--- config.mk ---
export PLATFORM = sky130hd
export DESIGN_NAME = rv_sync_fifo_flat
export DESIGN_NICKNAME = d
export VERILOG_FILES = /design/src/rtl/rv_sync_fifo_pkg.sv /design/src/rtl/rv_sync_fifo_if.sv /design/src/rtl/rv_sync_fifo_mem.sv /design/src/rtl/rv_sync_fifo.sv /design/src/flat_wrapper.sv
export SDC_FILE = /design/constraint.sdc
export NUM_CORES = 1
export LEC_CHECK = 0
export CAP_MARGIN = 40
export CORE_UTILIZATION = 45
export DETAILED_ROUTE_END_ITERATION = 7
export PLACE_DENSITY = 0.66
export SLEW_MARGIN = 40
export SYNTH_ARGS = -nofsm -noshare
export SYNTH_HDL_FRONTEND = slang
export SYNTH_SLANG_ARGS = --single-unit
--- constraint.sdc ---
create_clock -name clk -period 3.63 [get_ports clk]
set_input_delay 0.726 -clock clk [delete_from_list [all_inputs] [get_ports clk]]
set_output_delay 0.726 -clock clk [all_outputs]
set_load 0.01 [all_outputs]
--- src/rtl/rv_sync_fifo_pkg.sv ---
// Shared sizing helpers and default thresholds for rv_sync_fifo.
package rv_sync_fifo_pkg;

  localparam int DEF_AFULL_MARGIN  = 1;  // almost_full default sits one below DEPTH
  localparam int DEF_AEMPTY_THRESH = 1;

  function automatic int cnt_w(input int depth);
    return $clog2(depth + 1);
  endfunction

  function automatic int ptr_w(input int depth);
    return (depth > 1) ? $clog2(depth) : 1;
  endfunction

endpackage

--- src/rtl/rv_sync_fifo_if.sv ---
// Valid/ready producer and consumer bundle plus occupancy status for rv_sync_fifo.
interface rv_sync_fifo_if
  import rv_sync_fifo_pkg::*;
#(
  parameter int WIDTH = 32,
  parameter int DEPTH = 8
);
  localparam int CW = cnt_w(DEPTH);

  logic             in_valid;
  logic             in_ready;
  logic [WIDTH-1:0] in_data;
  logic             out_valid;
  logic             out_ready;
  logic [WIDTH-1:0] out_data;
  logic [CW-1:0]    count;
  logic             almost_full;
  logic             almost_empty;

  modport slave (
    input  in_valid, in_data, out_ready,
    output in_ready, out_valid, out_data, count, almost_full, almost_empty
  );

  modport master (
    output in_valid, in_data, out_ready,
    input  in_ready, out_valid, out_data, count, almost_full, almost_empty
  );

endinterface

--- src/rtl/rv_sync_fifo_mem.sv ---
// DEPTH x WIDTH storage: one synchronous write port, one asynchronous read port, no reset.
module rv_sync_fifo_mem #(
  parameter int DEPTH = 8,
  parameter int WIDTH = 32,
  parameter int AW    = 3
) (
  input  logic             clk,
  input  logic             we,
  input  logic [AW-1:0]    waddr,
  input  logic [WIDTH-1:0] wdata,
  input  logic [AW-1:0]    raddr,
  output logic [WIDTH-1:0] rdata
);

  logic [WIDTH-1:0] mem [DEPTH];

  always_ff @(posedge clk) begin
    if (we) mem[waddr] <= wdata;
  end

  assign rdata = mem[raddr];

endmodule

--- src/rtl/rv_sync_fifo.sv ---
// Synchronous FWFT valid/ready FIFO, 1-cycle write-to-read latency; in_ready drops only when full or flushing.
// Define RV_SYNC_FIFO_BYPASS_EN to pass words straight through while empty (zero latency).
module rv_sync_fifo
  import rv_sync_fifo_pkg::*;
#(
  parameter int DEPTH         = 8,
  parameter int WIDTH         = 32,
  parameter int AFULL_THRESH  = DEPTH - DEF_AFULL_MARGIN,
  parameter int AEMPTY_THRESH = DEF_AEMPTY_THRESH
) (
  input logic          clk,
  input logic          reset,
  input logic          flush,
  rv_sync_fifo_if.slave bus
);

  localparam int CW = cnt_w(DEPTH);
  localparam int AW = ptr_w(DEPTH);

  if (DEPTH < 2) begin : g_bad_depth
    $error("rv_sync_fifo: DEPTH must be >= 2");
  end
  if (AFULL_THRESH < 1 || AFULL_THRESH > DEPTH) begin : g_bad_afull
    $error("rv_sync_fifo: AFULL_THRESH must be in 1..DEPTH");
  end
  if (AEMPTY_THRESH < 0 || AEMPTY_THRESH > DEPTH - 1) begin : g_bad_aempty
    $error("rv_sync_fifo: AEMPTY_THRESH must be in 0..DEPTH-1");
  end

  logic [AW-1:0]    wr_ptr, rd_ptr;
  logic [CW-1:0]    cnt;
  logic [WIDTH-1:0] rd_data;
  logic             empty, full, wr_fire, rd_fire, store;

  // Explicit wrap so non-power-of-two depths index correctly.
  function automatic logic [AW-1:0] ptr_inc(input logic [AW-1:0] p);
    return (p == AW'(DEPTH - 1)) ? '0 : p + AW'(1);
  endfunction

  assign empty        = (cnt == '0);
  assign full         = (cnt == CW'(DEPTH));
  assign bus.in_ready = !full && !flush;
  assign wr_fire      = bus.in_valid && !full && !flush;

  always_comb begin
    bus.out_valid = 1'b0;
    bus.out_data  = '0;
    rd_fire       = 1'b0;
    store         = wr_fire;
`ifdef RV_SYNC_FIFO_BYPASS_EN
    if (empty && !flush) begin
      bus.out_valid = bus.in_valid;
      bus.out_data  = bus.in_data;
      // A word taken on the same cycle never touches storage.
      store         = wr_fire && !bus.out_ready;
    end else if (!empty && !flush) begin
      bus.out_valid = 1'b1;
      bus.out_data  = rd_data;
      rd_fire       = bus.out_ready;
    end
`else
    if (!empty && !flush) begin
      bus.out_valid = 1'b1;
      bus.out_data  = rd_data;
      rd_fire       = bus.out_ready;
    end
`endif
  end

  always_ff @(posedge clk or posedge reset) begin
    if (reset) begin
      wr_ptr <= '0;
      rd_ptr <= '0;
      cnt    <= '0;
    end else if (flush) begin
      wr_ptr <= '0;
      rd_ptr <= '0;
      cnt    <= '0;
    end else begin
      if (store)   wr_ptr <= ptr_inc(wr_ptr);
      if (rd_fire) rd_ptr <= ptr_inc(rd_ptr);
      case ({store, rd_fire})
        2'b10:   cnt <= cnt + CW'(1);
        2'b01:   cnt <= cnt - CW'(1);
        default: cnt <= cnt;
      endcase
    end
  end

  rv_sync_fifo_mem #(
    .DEPTH (DEPTH),
    .WIDTH (WIDTH),
    .AW    (AW)
  ) u_mem (
    .clk   (clk),
    .we    (store),
    .waddr (wr_ptr),
    .wdata (bus.in_data),
    .raddr (rd_ptr),
    .rdata (rd_data)
  );

  assign bus.count        = cnt;
  assign bus.almost_full  = (cnt >= CW'(AFULL_THRESH));
  assign bus.almost_empty = (cnt <= CW'(AEMPTY_THRESH));

endmodule

--- src/flat_wrapper.sv ---
// flat-port wrapper written by rule: the top's interface ports become plain ports
module rv_sync_fifo_flat import rv_sync_fifo_pkg::*;
#(
  parameter int DEPTH         = 8,
  parameter int WIDTH         = 32,
  parameter int AFULL_THRESH  = DEPTH - DEF_AFULL_MARGIN,
  parameter int AEMPTY_THRESH = DEF_AEMPTY_THRESH
)
  (clk, reset, flush, bus_in_valid, bus_in_data, bus_out_ready, bus_in_ready, bus_out_valid, bus_out_data, bus_count, bus_almost_full, bus_almost_empty);
  rv_sync_fifo_if #(.WIDTH(WIDTH), .DEPTH(DEPTH)) bus_i ();
  input logic clk;
  input logic reset;
  input logic flush;
  input wire logic [$bits(bus_i.in_valid)-1:0] bus_in_valid;
  input wire logic [$bits(bus_i.in_data)-1:0] bus_in_data;
  input wire logic [$bits(bus_i.out_ready)-1:0] bus_out_ready;
  output wire logic [$bits(bus_i.in_ready)-1:0] bus_in_ready;
  output wire logic [$bits(bus_i.out_valid)-1:0] bus_out_valid;
  output wire logic [$bits(bus_i.out_data)-1:0] bus_out_data;
  output wire logic [$bits(bus_i.count)-1:0] bus_count;
  output wire logic [$bits(bus_i.almost_full)-1:0] bus_almost_full;
  output wire logic [$bits(bus_i.almost_empty)-1:0] bus_almost_empty;
  assign bus_i.in_valid = bus_in_valid;
  assign bus_i.in_data = bus_in_data;
  assign bus_i.out_ready = bus_out_ready;
  assign bus_in_ready = bus_i.in_ready;
  assign bus_out_valid = bus_i.out_valid;
  assign bus_out_data = bus_i.out_data;
  assign bus_count = bus_i.count;
  assign bus_almost_full = bus_i.almost_full;
  assign bus_almost_empty = bus_i.almost_empty;
  rv_sync_fifo #(.DEPTH(DEPTH), .WIDTH(WIDTH), .AFULL_THRESH(AFULL_THRESH), .AEMPTY_THRESH(AEMPTY_THRESH)) u_core (.clk(clk), .reset(reset), .flush(flush), .bus(bus_i));
endmodule
==> reports/summary.md, run 1 <==
• Post-Place Worst Slack: 0.414 ns
• quantity of hold-fixing buffers added after cts: 0
• final setup slack of the worst path: 0.184 ns
• power share of the clock group: 32.8%
• DRC: 0
• non-filler cells in the finished layout: 913
• power share of the sequential group: 46.1%
• global route overflow: 0
• final setup vio count: 0
• number of sinks handled by clock tree synthesis: 266
• number of cell rows: 55
• synthesized netlist cell count: 496
• GPL Wtd Cong: 0.771
• most frequent cells in the layout: 256 x edfxtp_1, 76 x clkdlybuf4s50_1, 64 x mux4_2
• global-route wire length before repair: 31500 um
• layout cells sized above 1: 22.2%
• Final Slew Violations: 0
• switching power as a share of total power: 24.8%
• post-route worst hold slack: 0.491 ns
• nature of the critical path endpoint: primary output
• effective utilization at floorplan: 46.0%
• post-CTS clock slew at the launch and capture registers of the worst setup and hold paths: 0.06 ns
• Final Net Count: 651
• number of buffers between clock root and the deepest sink: 3
• RSZ-0062 raised after global routing: no
• Post-Route Setup TNS: 0 ns
• Hold Vio Cnt, Final: 0
• cts repair resizes: 0
• iteration count of the initial detailed-routing pass: 5
• kind of start point of the critical path: flop
• share of synthesized flip-flops with an asynchronous set or reset: 3.76%
• largest net degree at the start of global routing: 41
• Yosys warnings: 0
• Switch Pwr: 1.90 mW
• drt total wl: 20600 um
• Crit path arrival time: 2.72 ns
• wire length per cell after detailed routing: 22.5 um
• Final Cycle Share: 94.9%
• count of pins on the block boundary: 77
• Post-Synthesis Cell Area: 0.0104 mm2
• number of nets with antenna violations after detailed routing: 0
• height of the die: 154 um
• Root Buffer: clkbuf_16
• required time worst endpoint: 2.90 ns
• worst vdd rail ir drop: 0.405 mV
• vias in the first global route: 5295
• cts bufs inserted: 27
• Pleak: 3.94 nW
• synthesized netlist net count: 541
• transition time at the pin with the least slew margin: 0.601 ns
• Floorplan Core Area: 0.0226 mm2
• all-layer global routing usage: 17.7%
• worst clock skew: 0.0122 ns
• area of the die: 0.0238 mm2
• Yosys reg bits: 266
• dpl cells: 861
• count of different cell masters after synthesis: 33
• Register-to-Register Setup Slack: 0.71 ns
• power density over the cells: 609 mW/mm2
• prevailing post-synth register cell: edfxtp_1
• utilization of the core after routing: 55.7%
• half-perimeter wire length after detailed placement: 12000 um
• number of enable-type register cells in the synthesized netlist: 256
• most common cell after layout, fill and taps aside: edfxtp_1
• quantity of I/O buffers inserted on ports: 76
• time the final worst path needs with I/O delays and setup: 3.45 ns
• internal power: 5.77 mW
• achievable frequency: 290 MHz
• CTS tree: yes
• violation count after the first detailed-route iteration: 345
• sequential-to-total area share from yosys stat: 76.2%
• number of buffers inserted by post-CTS setup repair: 1
• combinational cell fraction of total power: 21.2%
• area growth from synthesis to final layout: 21.0%
• max_slew headroom: 59.9%
• max_cap viols: 0
• Crit Path Category: flop to primary output
• clock latency at the later pin of the worst-skew pair: 0.52 ns
• number of antenna violations at the first check in global routing: 1
• number of vias in the routed layout: 5052
• Die W: 154 um
• synthesized area divided by synthesized cell count: 21.0 um2
• post-DR vias/cell: 5.53
• CP Max Fanout: 17
• HP Class: input port to async pin
• H-tree level count: 1
• run status: complete, no violations
## Yosys cell counts, types with 2 or more instances
library cell	count	area share, %
ha_1	8	0.96
a31oi_1	2	0.12
o21ai_0	2	0.096
nand2b_1	4	0.24
a21oi_1	6	0.29
nand2_1	7	0.25
mux4_2	64	14
nor3_1	6	0.29
buf_2	7	0.34
nor3b_1	2	0.14
buf_1	3	0.11
inv_1	7	0.25
or3_1	2	0.12
edfxtp_1	256	74
dfrtp_1	10	2.4
nand3_1	4	0.19
nor2_1	46	1.7
clkbuf_1	12	0.43
mux2i_1	34	3.3
## logic make-up (layout without fill, tap and decap cells)
| family | Yosys count | in the layout | share of synthesized area, % |
|---|---|---|---|
| buf+inv | 31 | 161 | 1.29 |
| compound gates | 17 | 17 | 1.13 |
| fa+ha+maj | 8 | 8 | 0.961 |
| xor+xnor | 1 | 1 | 0.0841 |
| mux | 98 | 98 | 17.1 |
| flops | 266 | 266 | 76.2 |
| other cells | 0 | 2 | 0 |
| simple gates | 75 | 75 | 3.22 |
## critical path, stage by stage, from the launching register on
cell	delay (ns)
dfrtp_4	0.70
buf_12	0.25
mux4_2	0.52
mux2i_1	0.16
nor2_1	0.07
clkdlybuf4s50_1	0.48
## final timing paths
kind | start | endpoint | depth (start not counted)
max | u_core.rd_ptr[0]$_DFFE_PP0P_ | bus_out_data[23] | 5
min | reset | u_core.bus.count[2]$_DFFE_PP0P_ | 2
max reg2reg | u_core.bus.count[0]$_DFFE_PP0P_ | u_core.u_mem.mem[4][2]$_DFFE_PP_ | 9
min reg2reg | u_core.wr_ptr[0]$_DFFE_PP0P_ | u_core.wr_ptr[0]$_DFFE_PP0P_ | 2
max in group asynchronous | reset | u_core.rd_ptr[0]$_DFFE_PP0P_ | 2
min in group clk | u_core.wr_ptr[0]$_DFFE_PP0P_ | u_core.wr_ptr[0]$_DFFE_PP0P_ | 2
## stage by stage
stage / area [um2] / total power, mW
global route: 12600 / 7.97
CTS: 12600 / 7.74
finish: 12600 / 7.67
global placement: 11800 / 5.15
detailed placement: 11800 / 5.22
floorplan: 10400 / 4.55
## registers in the layout, summed over array words and instances, names as in the netlist
register,flops
u_core.bus.count,4
u_core.rd_ptr,3
u_core.u_mem.mem,256
u_core.wr_ptr,3
## layout make-up
cell class                      count  area, um2
Timing Repair Buffer              105       1060
Multi-Input combinational cell    199       2420
Sequential cell                   266       7940
Antenna cell                        2       5.00
Clock inverter                     14       88.8
Fill cell                        1678      10000
Clock buffer                       35        706
Inverter                            7       26.3
Tap cell                          285        357
## routing by layer
metal	vias up	GRT usage, %	share of wire, %
met4	0	4.33	1.9
met3	27	2.99	4.6
met2	139	30.0	49
li1	2255	-	-
met1	2631	24.1	44
met5	-	0	0
## power by group through the flow
stage,logic (mW),clock network (mW),registers (mW)
finish,1.62,2.51,3.53
CTS,1.65,2.55,3.54
detailed placement,1.57,0,3.65
global route,1.75,2.67,3.55
floorplan,1.01,0,3.54
global placement,1.51,0,3.64
No activity file was read; power rests on OpenSTA's default activity.
==> inputs of run 2 (changes only) <==
--- a/config.mk
+++ b/config.mk
@@ -8,6 +8,7 @@
 export CAP_MARGIN = 40
 export CORE_UTILIZATION = 45
 export DETAILED_ROUTE_END_ITERATION = 7
+export HOLD_SLACK_MARGIN = 0.08
 export PLACE_DENSITY = 0.66
 export SLEW_MARGIN = 40
 export SYNTH_ARGS = -nofsm -noshare
==> results of run 2 <==
The final DEF is identical to that of run 1; final timing and power are the same.
==> inputs of run 3 (changes only) <==
--- a/config.mk
+++ b/config.mk
@@ -10,7 +10,7 @@
 export DETAILED_ROUTE_END_ITERATION = 7
 export HOLD_SLACK_MARGIN = 0.08
 export PLACE_DENSITY = 0.66
-export SLEW_MARGIN = 40
+export SLEW_MARGIN = 15
 export SYNTH_ARGS = -nofsm -noshare
 export SYNTH_HDL_FRONTEND = slang
 export SYNTH_SLANG_ARGS = --single-unit
==> reports/summary.md, run 3 (synthesis results as in run 1) <==
• run status: complete, no violations, unchanged
• layout cells sized above 1: 22.3%, was 22.2%
• violation count after the first detailed-route iteration: 444, was 345
• source of the worst register-to-register timing path: u_core.bus.count[0]$_DFFE_PP0P_, unchanged
• transition time at the pin with the least slew margin: 0.583 ns, was 0.601 ns
• reg2reg end: u_core.u_mem.mem[4][3]$_DFFE_PP_, was u_core.u_mem.mem[4][2]$_DFFE_PP_
• met2 WL post-DR: 9990 um, was 10100 um
• Crit path arrival time: 2.74 ns, was 2.72 ns
• half-perimeter wire length after detailed placement: 11800 um, was 12000 um
• all-layer global routing usage: 17.9%, was 17.7%
• DRC: 0, unchanged
• Register-to-Register Setup Slack: 0.72 ns, was 0.71 ns
• number of fill cells in the layout: 1669, was 1678
• post-CTS clock slew at the launch and capture registers of the worst setup and hold paths: 0.06 ns, about the same
• CP Max Fanout: 17, unchanged
• area growth from synthesis to final layout: 20.9%, was 21.0%
• Hold Vio Cnt, Final: 0, unchanged
• number of vias in the routed layout: 5054, was 5052
• max FFs per register: 256, unchanged
• routed wl met3: 1070 um, was 949 um
• cts bufs inserted: 27, unchanged
• number of sinks handled by clock tree synthesis: 266, unchanged
• final setup vio count: 0, unchanged
• Post-Place Worst Slack: 0.418 ns, was 0.414 ns
• GPL Wtd Cong: 0.771, unchanged
• top register by number of flip-flops: u_core.u_mem.mem, unchanged
• drt total wl: 20300 um, was 20600 um
• number of nets with antenna violations after detailed routing: 0, unchanged
• effective utilization at floorplan: 46.0%, unchanged
• largest net degree at the start of global routing: 41, unchanged
• number of cell rows: 55, unchanged
• RSZ-0062 raised after global routing: no, unchanged
• power density over the cells: 606 mW/mm2, was 609 mW/mm2
• global-route wire length before repair: 31500 um, about the same
• Final Cycle Share: 95.5%, was 94.9%
• max_cap viols: 0, unchanged
• wire length per cell after detailed routing: 22.3 um, was 22.5 um
• Crit Path Category: flop to primary output, unchanged
• number of buffers between clock root and the deepest sink: 3, unchanged
• r2r worst-path depth: 9, unchanged
• Final Slew Violations: 0, unchanged
• Final Net Count: 650, was 651
• time the final worst path needs with I/O delays and setup: 3.47 ns, was 3.45 ns
• count of pins on the block boundary: 77, unchanged
• uppermost routed layer: met4, unchanged
• achievable frequency: 289 MHz, was 290 MHz
• nature of the critical path endpoint: primary output, unchanged
• Root Buffer: clkbuf_16, unchanged
• Met1 Wirelength: 8790 um, was 9100 um
• vias in the first global route: 5331, was 5295
• kind of start point of the critical path: flop, unchanged
• post-DR vias/cell: 5.55, was 5.53
• Die W: 154 um, unchanged
• Pleak: 3.94 nW, about the same
• worst clock skew: 0.00543 ns, was 0.0122 ns
• most frequent cells in the layout: 256 x edfxtp_1, 76 x clkdlybuf4s50_1, 64 x mux4_2, unchanged
• Floorplan Core Area: 0.0226 mm2, unchanged
• max_slew headroom: 61.2%, was 59.9%
• Post-Route Setup TNS: 0 ns, unchanged
• HP Class: input port to async pin, unchanged
• area of the die: 0.0238 mm2, unchanged
• global route overflow: 0, unchanged
• quantity of hold-fixing buffers added after cts: 0, unchanged
• iteration count of the initial detailed-routing pass: 5, unchanged
• height of the die: 154 um, unchanged
• H-tree level count: 1, unchanged
• worst vdd rail ir drop: 0.405 mV, about the same
• clock latency at the later pin of the worst-skew pair: 0.52 ns, about the same
• CTS tree: yes, unchanged
• number of antenna violations at the first check in global routing: 2, was 1
• quantity of I/O buffers inserted on ports: 76, unchanged
• most common cell after layout, fill and taps aside: edfxtp_1, unchanged
• required time worst endpoint: 2.90 ns, about the same
• final setup slack of the worst path: 0.165 ns, was 0.184 ns
## run 3: changes by cell type in the layout (fill, tap and decap cells not counted), sizes merged
cell / before / now
clkinv: 11 / 15
clkbuf: 35 / 31
clkinvlp: 2 / 0
buf: 29 / 28
## run 3: what timing repair did
action                                  4_1_cts  5_1_grt
setup buffers                                 1        0
resized for setup                             0        0
endpoints found under the setup margin       19        0
## run 3: where the power goes
| group | switching, mW | internal, mW |
|---|---|---|
| Clock | 1.07 | 1.42 |
| Sequential | 0.0937 | 3.44 |
| Combinational | 0.717 | 0.889 |
| Total | 1.88 | 5.75 |
## run 3: worst max path at each step
| stage | cells past startpoint | start | slack [ns] | to |
|---|---|---|---|---|
| floorplan | 8 | u_core.bus.count[0]$_DFFE_PP0P_ | 0.36 | u_core.u_mem.mem[7][0]$_DFFE_PP_ |
| global placement | 6 | flush | 0.36 | bus_out_data[4] |
| detailed placement | 5 | u_core.rd_ptr[0]$_DFFE_PP0P_ | 0.42 | bus_out_data[6] |
| CTS | 5 | u_core.rd_ptr[0]$_DFFE_PP0P_ | 0.11 | bus_out_data[1] |
| global route | 5 | u_core.rd_ptr[0]$_DFFE_PP0P_ | 0.01 | bus_out_data[6] |
| finish | 5 | u_core.rd_ptr[0]$_DFFE_PP0P_ | 0.16 | bus_out_data[1] |
## run 3: layout make-up
class                           instances  area, um2  share of cell area, %
Tap cell                              285        357                   2.83
Clock buffer                           31        691                   5.49
Antenna cell                            2       5.00                 0.0398
Sequential cell                       266       7940                   63.1
Inverter                                7       26.3                  0.209
Multi-Input combinational cell        199       2420                   19.2
Timing Repair Buffer                  104       1050                   8.31
Clock inverter                         16       96.3                  0.765
## run 3: through the flow
step | hold WS [ns] | area, um2 | std cells | utilization [%] | power (mW)
after floorplan | 0.546 | 10400 | 496 | - | 4.55
after global placement | 0.572 | 11800 | 859 | 51.9 | 5.15
after detailed placement | 0.596 | 11800 | 860 | 52.0 | 5.20
after CTS | 0.483 | 12600 | 908 | 55.6 | 7.71
after global routing | 0.523 | 12600 | 909 | 55.6 | 7.93
final | 0.487 | 12600 | 910 | 55.6 | 7.62
## run 3: per-layer routing
metal / global-route usage, % / vias to the layer above
li1: - / 2248
met1: 24.9 / 2627
met2: 29.0 / 139
met3: 3.21 / 40
met4: 5.52 / 0
met5: 0 / -
## run 3: critical path, stage by stage, from the launching register on
cell and delay, ns:
dfrtp_4 0.69, buf_12 0.23, mux4_2 0.51, mux2i_1 0.23, nor2_1 0.07, clkdlybuf4s50_1 0.48
